$ cat src/rtl/note_synth_if.sv
// Sample-side bus of the note synthesizer: note request in, audio sample out.
// The master is the tone source or testbench; the slave is note_synth.
interface note_synth_if;
  logic        [15:0] note_in;
  logic               sample_req;
  logic signed [15:0] sample_out;
  logic               sample_valid;
  logic               active;

  modport master (
    output note_in,
    output sample_req,
    input  sample_out,
    input  sample_valid,
    input  active
  );

  modport slave (
    input  note_in,
    input  sample_req,
    output sample_out,
    output sample_valid,
    output active
  );
endinterface

$ cat src/rtl/note_synth.sv
// Square-wave tone generator with a linear attack/sustain/release envelope.
// Stage 1 advances phase/envelope on each sample tick; stage 2 forms the scaled sample.
module note_synth #(
  parameter int                 FS           = 48000,
  parameter logic signed [15:0] AMP          = 16'sd12000,
  parameter logic        [7:0]  ATTACK_STEP  = 8'd4,
  parameter logic        [7:0]  RELEASE_STEP = 8'd2
) (
  input  logic        clk,
  input  logic        reset,
  note_synth_if.slave bus
);

  typedef enum logic [1:0] {IDLE, ATTACK, SUSTAIN, RELEASE} state_t;

  state_t             state_reg;
  logic        [15:0] phase_reg;
  logic        [15:0] inc_reg;
  logic        [7:0]  env_reg;
  logic               active_reg;
  logic               tick_reg;
  logic signed [15:0] sample_reg;
  logic               valid_reg;

  logic               note_ok;
  logic        [15:0] inc;
  logic        [15:0] base_phase;
  logic        [16:0] sum;
  logic        [15:0] phase_next;
  logic        [8:0]  env_up_sum;
  logic               env_full;
  logic        [7:0]  env_up;
  logic               rel_done;
  logic signed [15:0] wave;
  logic signed [23:0] wave_ext;
  logic signed [23:0] env_ext;
  logic signed [23:0] product;

  always_comb begin
    note_ok    = (bus.note_in != 16'd0) && (bus.note_in < 16'(FS / 2));
    inc        = note_ok ? bus.note_in : inc_reg;
    // A note starting from IDLE always begins from phase 0.
    base_phase = (state_reg == IDLE) ? 16'd0 : phase_reg;
    sum        = {1'b0, base_phase} + {1'b0, inc};
    phase_next = (sum >= 17'(FS)) ? 16'(sum - 17'(FS)) : sum[15:0];
    env_up_sum = {1'b0, env_reg} + {1'b0, ATTACK_STEP};
    env_full   = (env_up_sum >= 9'd255);
    env_up     = env_full ? 8'd255 : env_up_sum[7:0];
    rel_done   = (env_reg <= RELEASE_STEP);
  end

  always_ff @(posedge clk) begin
    if (reset) begin
      state_reg  <= IDLE;
      phase_reg  <= 16'd0;
      inc_reg    <= 16'd0;
      env_reg    <= 8'd0;
      active_reg <= 1'b0;
      tick_reg   <= 1'b0;
    end else begin
      tick_reg <= bus.sample_req;
      if (bus.sample_req) begin
        phase_reg <= phase_next;
        if (note_ok)
          inc_reg <= bus.note_in;
        case (state_reg)
          IDLE: begin
            if (note_ok) begin
              state_reg  <= ATTACK;
              env_reg    <= env_up;
              active_reg <= 1'b1;
            end else begin
              phase_reg  <= 16'd0;
              inc_reg    <= 16'd0;
              env_reg    <= 8'd0;
              active_reg <= 1'b0;
            end
          end
          ATTACK, SUSTAIN: begin
            if (!note_ok) begin
              if (rel_done) begin
                state_reg  <= IDLE;
                env_reg    <= 8'd0;
                active_reg <= 1'b0;
              end else begin
                state_reg <= RELEASE;
                env_reg   <= env_reg - RELEASE_STEP;
              end
            end else if (state_reg == SUSTAIN) begin
              env_reg <= 8'd255;
            end else begin
              env_reg <= env_up;
              if (env_full)
                state_reg <= SUSTAIN;
            end
          end
          RELEASE: begin
            if (note_ok) begin
              state_reg <= ATTACK;
              env_reg   <= env_up;
            end else if (rel_done) begin
              state_reg  <= IDLE;
              env_reg    <= 8'd0;
              active_reg <= 1'b0;
            end else begin
              env_reg <= env_reg - RELEASE_STEP;
            end
          end
          default: state_reg <= IDLE;
        endcase
      end
    end
  end

  // Stage 2 scales the waveform by the envelope registered in stage 1.
  always_comb begin
    wave     = (phase_reg < 16'(FS / 2)) ? AMP : -AMP;
    wave_ext = {{8{wave[15]}}, wave};
    env_ext  = {16'd0, env_reg};
    product  = wave_ext * env_ext;
  end

  always_ff @(posedge clk) begin
    if (reset) begin
      sample_reg <= 16'sd0;
      valid_reg  <= 1'b0;
    end else begin
      valid_reg <= tick_reg;
      if (tick_reg)
        sample_reg <= product[23:8];
    end
  end

  assign bus.sample_out   = sample_reg;
  assign bus.sample_valid = valid_reg;
  assign bus.active       = active_reg;

endmodule
$ cat src/flat_wrapper.sv
// flat-port wrapper written by rule: the top's interface ports become plain ports
module note_synth_flat 
#(
  parameter int                 FS           = 48000,
  parameter logic signed [15:0] AMP          = 16'sd12000,
  parameter logic        [7:0]  ATTACK_STEP  = 8'd4,
  parameter logic        [7:0]  RELEASE_STEP = 8'd2
)
  (clk, reset, bus_note_in, bus_sample_req, bus_sample_out, bus_sample_valid, bus_active);
  note_synth_if bus_i ();
  input  logic clk;
  input  logic reset;
  input wire logic [$bits(bus_i.note_in)-1:0] bus_note_in;
  input wire logic [$bits(bus_i.sample_req)-1:0] bus_sample_req;
  output wire logic [$bits(bus_i.sample_out)-1:0] bus_sample_out;
  output wire logic [$bits(bus_i.sample_valid)-1:0] bus_sample_valid;
  output wire logic [$bits(bus_i.active)-1:0] bus_active;
  assign bus_i.note_in = bus_note_in;
  assign bus_i.sample_req = bus_sample_req;
  assign bus_sample_out = bus_i.sample_out;
  assign bus_sample_valid = bus_i.sample_valid;
  assign bus_active = bus_i.active;
  note_synth #(.FS(FS), .AMP(AMP), .ATTACK_STEP(ATTACK_STEP), .RELEASE_STEP(RELEASE_STEP)) u_core (.clk(clk), .reset(reset), .bus(bus_i));
endmodule
$ cat config.mk
export PLATFORM = sky130hd
export DESIGN_NAME = note_synth_flat
export DESIGN_NICKNAME = d
export VERILOG_FILES = /design/src/rtl/note_synth_if.sv /design/src/rtl/note_synth.sv /design/src/flat_wrapper.sv
export SDC_FILE = /design/constraint.sdc
export NUM_CORES = 1
export LEC_CHECK = 0
export CORE_MARGIN = 3
export CORE_UTILIZATION = 32
export DETAILED_ROUTE_END_ITERATION = 16
export PLACE_DENSITY = 0.51
export SYNTH_ARGS = -nofsm -noshare
export SYNTH_HDL_FRONTEND = slang
export SYNTH_SLANG_ARGS = --single-unit
$ cat constraint.sdc
create_clock -name clk -period 8.41 [get_ports clk]
set_clock_uncertainty 0.1 [all_clocks]
set_input_delay 1.682 -clock clk [delete_from_list [all_inputs] [get_ports clk]]
set_output_delay 1.682 -clock clk [all_outputs]
set_load 0.02 [all_outputs]
-- Word-level counts from Yosys, hierarchy flattened
Index checks and enable logic that the tools add are counted.
- input port bits: 19
- bits in registers: 61
- output and inout port bits: 18
- logic and storage cells: 61
- muxes and demuxes: 27
- magnitude comparators: 5
- reductions and logical operators: 7
- eq/ne operators: 9
- multiply operators: 1
- add/subtract/negate cells: 4
- operators by type and width (kind ; number):
    $mux 16 ; 8
    $mux 8 ; 6
    $lt 16x15->1 const B ; 2
    $mul 16x9->24 ; 1
    $pmux 8 s3 ; 1
    $add 16x16->17 ; 1
    $ge 17x16->1 const B ; 1
    $reduce_bool 16->1 ; 1
    $sub 16x16->16 const B ; 1
    $mux 2 ; 7
    $add 8x3->9 const B ; 1
    $ge 9x8->1 const B ; 1
    $le 8x2->1 const B ; 1
    $sub 8x2->8 const B ; 1
    $ne 3x3->1 const B ; 2
    $pmux 2 s3 ; 1
    $reduce_and 5->1 ; 1
    $eq 2x2->1 const B ; 2
    $ne 2x1->1 const B ; 2
    $mux 1 ; 3
    $ne 3x1->1 const B ; 1
    $reduce_and 3->1 ; 1
    $reduce_or 3->1 ; 1
    $eq 2x1->1 const B ; 1
    other kinds (5) ; 5

-- Longest topological paths before layout
- depth after elaboration: 8
- gate-level depth with buffers: 26

-- Worst setup path before layout
OpenSTA, ideal clock, no wires.
- path kind: input to register
- start: input bus_note_in[1]
- end: register u_core.phase_reg[13]
- required time: 8247 ps
- path slack: 1791 ps
- stages: 22
- library setup time: 63 ps
- arrival: 6456 ps
- cells stage by stage: or4_1 o41a_1 buf_6 nand2_1 buf_2 clkbuf_1 clkbuf_1 nand2_1 nand2_1 ha_1 ha_1 a41o_1 a31oi_1 o41a_1 o21a_1 o311ai_2 ha_1 inv_1 o21ai_0 nand2_1 or4b_1 nand3_1
- word-level cells in the longest chain between the ends: 8
- ends and longest elaborated chain (item ; line ; source):
    start: declaration ; flat_wrapper.sv:13 ; input wire logic [$bits(bus_i.note_in)-1:0] bus_note_in;
    $lt 16x15->1 or $reduce_bool 16->1 (tied branches) ; note_synth.sv:40 ; note_ok = (bus.note_in != 16'd0) && (bus.note_in < 16'(FS / 2));
    $logic_and 1x1->1 ; note_synth.sv:40 ;
    $mux 16 ; note_synth.sv:41 ; inc = note_ok ? bus.note_in : inc_reg;
    $add 16x16->17 ; note_synth.sv:44 ; sum = {1'b0, base_phase} + {1'b0, inc};
    $sub 16x16->16 or $ge 17x16->1 (tied branches) ; note_synth.sv:45 ; phase_next = (sum >= 17'(FS)) ? 16'(sum - 17'(FS)) : sum[15:0];
    $mux 16 ; note_synth.sv:45 ;
    $mux 16 ; note_synth.sv:68 ; if (note_ok) begin
    $mux 16 (*) ; note_synth.sv:66 ; case (state_reg)
    end signal: assignment ; note_synth.sv:63 ; phase_reg <= phase_next;
    end: declaration ; note_synth.sv:17 ; logic [15:0] phase_reg;
Every way passes the cells marked *; elsewhere a longest branch is shown, timed or not.
A chain may end at the register's enable or synchronous reset.

-- Worst setup path after layout
Same ends and word-level chain as after synthesis.

==> flow_metrics.py <==
metrics = {
    "critical_path": {
        "critPathMaxFanout": 16,
        "cp-end-kind": "register",
        "crit_start": "bus_note_in[1]",
        "crit_buf_inv": 3,
        "crit_required_ns": 8.59,
        "max_stage_delay_ns": 0.65,
        "worst_path_most_repeated_cell": "nand2_1",
        "path_cells": "clkdlybuf4s50_1, or4_1, o41a_1, nand2_1, buf_4, nand2_1, nand2_1, ha_1, ha_1, a41o_1, a31oi_1, o41a_1, o21a_1, o311ai_2, ha_1, inv_1, o21ai_0, nand2_1, or4b_1, nand3_1",
        "worstSetupPathType": "input port to register",
        "crit_family": "compound AO/OA/AOI/OAI gates",
        "crit_slowest_cell": "or4_1",
        "r2r_start": "u_core.phase_reg[6]",
        "worstPathArrival_ns": 7.05,
        "startpoint_type": "input port",
    },
    "detailed_routing": {
        "drt_iter0_markers": 348,
        "drc": 0,
        "wl_per_cell_um": 14.8,
        "firstDrtPassIters": 6,
        "drt_wl_total_mm": 17.6,
        "detail_route.vias_per_cell": 5.15,
        "vias": 6134,
        "postRouteAntennaNets": 0,
    },
    "clocking": {
        "h-tree-depth": 3,
        "cts_buffers": 9,
        "post_cts_resized": 0,
        "cts_root_buf": "clkbuf_16",
        "clkSinkCount": 61,
        "cts_buffer_depth": 2,
        "insertion_delay_ns": 0.34,
        "hold_buffers": 0,
        "clkSlewWorstSetupHoldPaths_ns": 0.06,
        "cts_tree": "built",
        "cts_setup_buffers": 0,
    },
    "timing": {
        "maxSlewViolCount": 0,
        "relSlewSlack": 0.238,
        "rsz0062_at_grt": "false",
        "period_minus_slack_ns": 6.87,
        "post-route-period-util": 0.817,
        "final-setup-viol-count": 0,
        "fmax_mhz": 146,
        "setup_ws_ns": 1.54,
        "hold_viol_final": 0,
        "whs_ns": 0.363,
        "timing.setup.tns_ns": 0,
        "worstMarginPinSlew_ns": 1.14,
    },
    "synth": {
        "synth_area_leaders": "dfxtp_1 (17%), fa_1 (13%), ha_1 (11%), inv_1 (6.0%), nand2_1 (4.5%)",
        "synthArstFlopShare": 0,
        "synth.cell_area_um2": 7040,
        "synth-seq-cells": 61,
        "synth_cells": 905,
        "post-synth-top-area-fraction": 0.174,
        "synth_warnings": 0,
        "syn_avg_cell_area_um2": 7.78,
        "syn_nets": 1032,
        "synth_edf_count": 0,
        "synthDistinctLibCells": 78,
        "synth-seq-area-share": 0.174,
        "synth_ff_type": "dfxtp_1",
        "yosys.area.top_type": "dfxtp_1",
        "netlist_top_cells_count": "inv_1 (113), nand2_1 (85), nor2_1 (83)",
        "yosysMostFrequentCell": "inv_1",
    },
    "floorplanning": {
        "die_h_um": 154,
        "start_util": 0.331,
        "die_w_um": 154,
        "num_rows": 53,
        "ios": 37,
        "die-area_um2": 23800,
        "core_um2": 21300,
    },
    "power_and_ir_drop": {
        "p_leak_nw": 3.42,
        "power-per-cell-area_nw_per_um2": 136,
        "power_mw": 1.08,
        "peakVddDrop_mv": 0.0961,
    },
    "final_layout": {
        "finalNonFillerCells": 1190,
        "fillCellCount": 2192,
        "antenna_cells": 0,
        "finish.utilization": 0.373,
        "fin_nets": 1037,
        "final_area_um2": 7940,
        "drive_gt1_frac": 0.0568,
        "syn_to_final_growth_pct": 12.8,
    },
    "global_route": {
        "grt-ovfl-total": 0,
        "grt_pass1_wl_mm": 30.0,
        "antenna_found_initial": 0,
        "grt_pass1_vias": 5976,
        "track_usage": 0.152,
        "grt_max_degree": 54,
    },
    "run": {
        "maxCapViolCount": 0,
    },
    "min_path": {
        "min_path_type": "register to register",
        "min_from": "u_core.phase_reg[0]",
    },
    "run_status": {
        "status": "complete, no violations",
    },
    "placed_design": {
        "port_buffers": 36,
        "post-place-cells": 1174,
        "dp_hpwl_mm": 13.4,
        "gp_congestion": 0.835,
        "dp_worst_setup_slack_ns": 1.24,
        "placed_area_um2": 7600,
    },
}
worst paths after layout:
kind / end / slack, ns / cells past startpoint
min: u_core.phase_reg[0] / 0.36 / 2
min reg2reg: u_core.phase_reg[0] / 0.36 / 2
max reg2reg: u_core.bus.sample_out[15] / 2.22 / 26
max: u_core.phase_reg[13] / 1.54 / 20
layer usage:
metal	track usage	vias up	part of all wire
met5	0	-	0
met4	0.0425	0	0.016
met3	0.0283	22	0.036
met2	0.258	125	0.48
met1	0.199	2875	0.47
li1	-	3112	-
power by group:
| part | leakage (nW) | total [mW] | internal [mW] | switching, mW |
|---|---|---|---|---|
| registers | 0.497 | 0.321 | 0.306 | 0.0154 |
| logic | 2.76 | 0.321 | 0.132 | 0.189 |
| clock network | 0.163 | 0.441 | 0.290 | 0.152 |
| total | 3.42 | 1.08 | 0.728 | 0.356 |
worst min-delay path, cell delays in order (launching register included):
cell	delay, ns
dfxtp_1	0.31
nand2_1	0.06
a21oi_1	0.05
final cells by class:
type                            instances  area (um^2)  area share
Timing Repair Buffer                   47          438      0.0552
Inverter                              113          424      0.0534
Sequential cell                        61         1220       0.154
Multi-Input combinational cell        678         5170       0.651
Clock inverter                          6          111      0.0140
Tap cell                              275          344      0.0433
Clock buffer                           10          229      0.0288
cells by family (layout without fill, tap and decap cells):
kind of cell               count (synthesis)  count (layout)  synth area share
other                                      2               2           0.00107
buffers and inverters                    166             176            0.0916
xor gates and xnor gates                  40              40            0.0524
and+or+nand+nor                          284             284             0.192
AOI/OAI and AO/OA                        222             222             0.215
muxes                                     21              21            0.0308
adders and majority gates                109             109             0.244
DFF                                       61              61             0.174
cell usage in the layout (no fill, tap or decap), types with 7 or more instances in the layout:
cell type / synthesis / routed
o21ai_0: 32 / 32
and2_1: 12 / 12
nand2_1: 85 / 85
a211oi_1: 12 / 12
fa_1: 47 / 47
xnor2_1: 26 / 26
a22oi_1: 17 / 17
clkbuf_16: 0 / 9
a21oi_1: 61 / 61
nor3_1: 14 / 14
nand2b_1: 9 / 9
buf_4: 1 / 11
and3_1: 9 / 9
ha_1: 61 / 61
inv_1: 113 / 113
nand4_1: 8 / 8
a31oi_1: 19 / 19
dfxtp_1: 61 / 61
nor2_1: 83 / 83
mux2i_1: 16 / 16
nand3_1: 22 / 22
o211ai_1: 13 / 13
o21ai_1: 7 / 7
a21o_1: 9 / 9
o21bai_1: 7 / 7
xor2_1: 13 / 13
nor2b_1: 14 / 14
clkdlybuf4s50_1: 0 / 35
No activity file was read; power rests on OpenSTA's default activity.
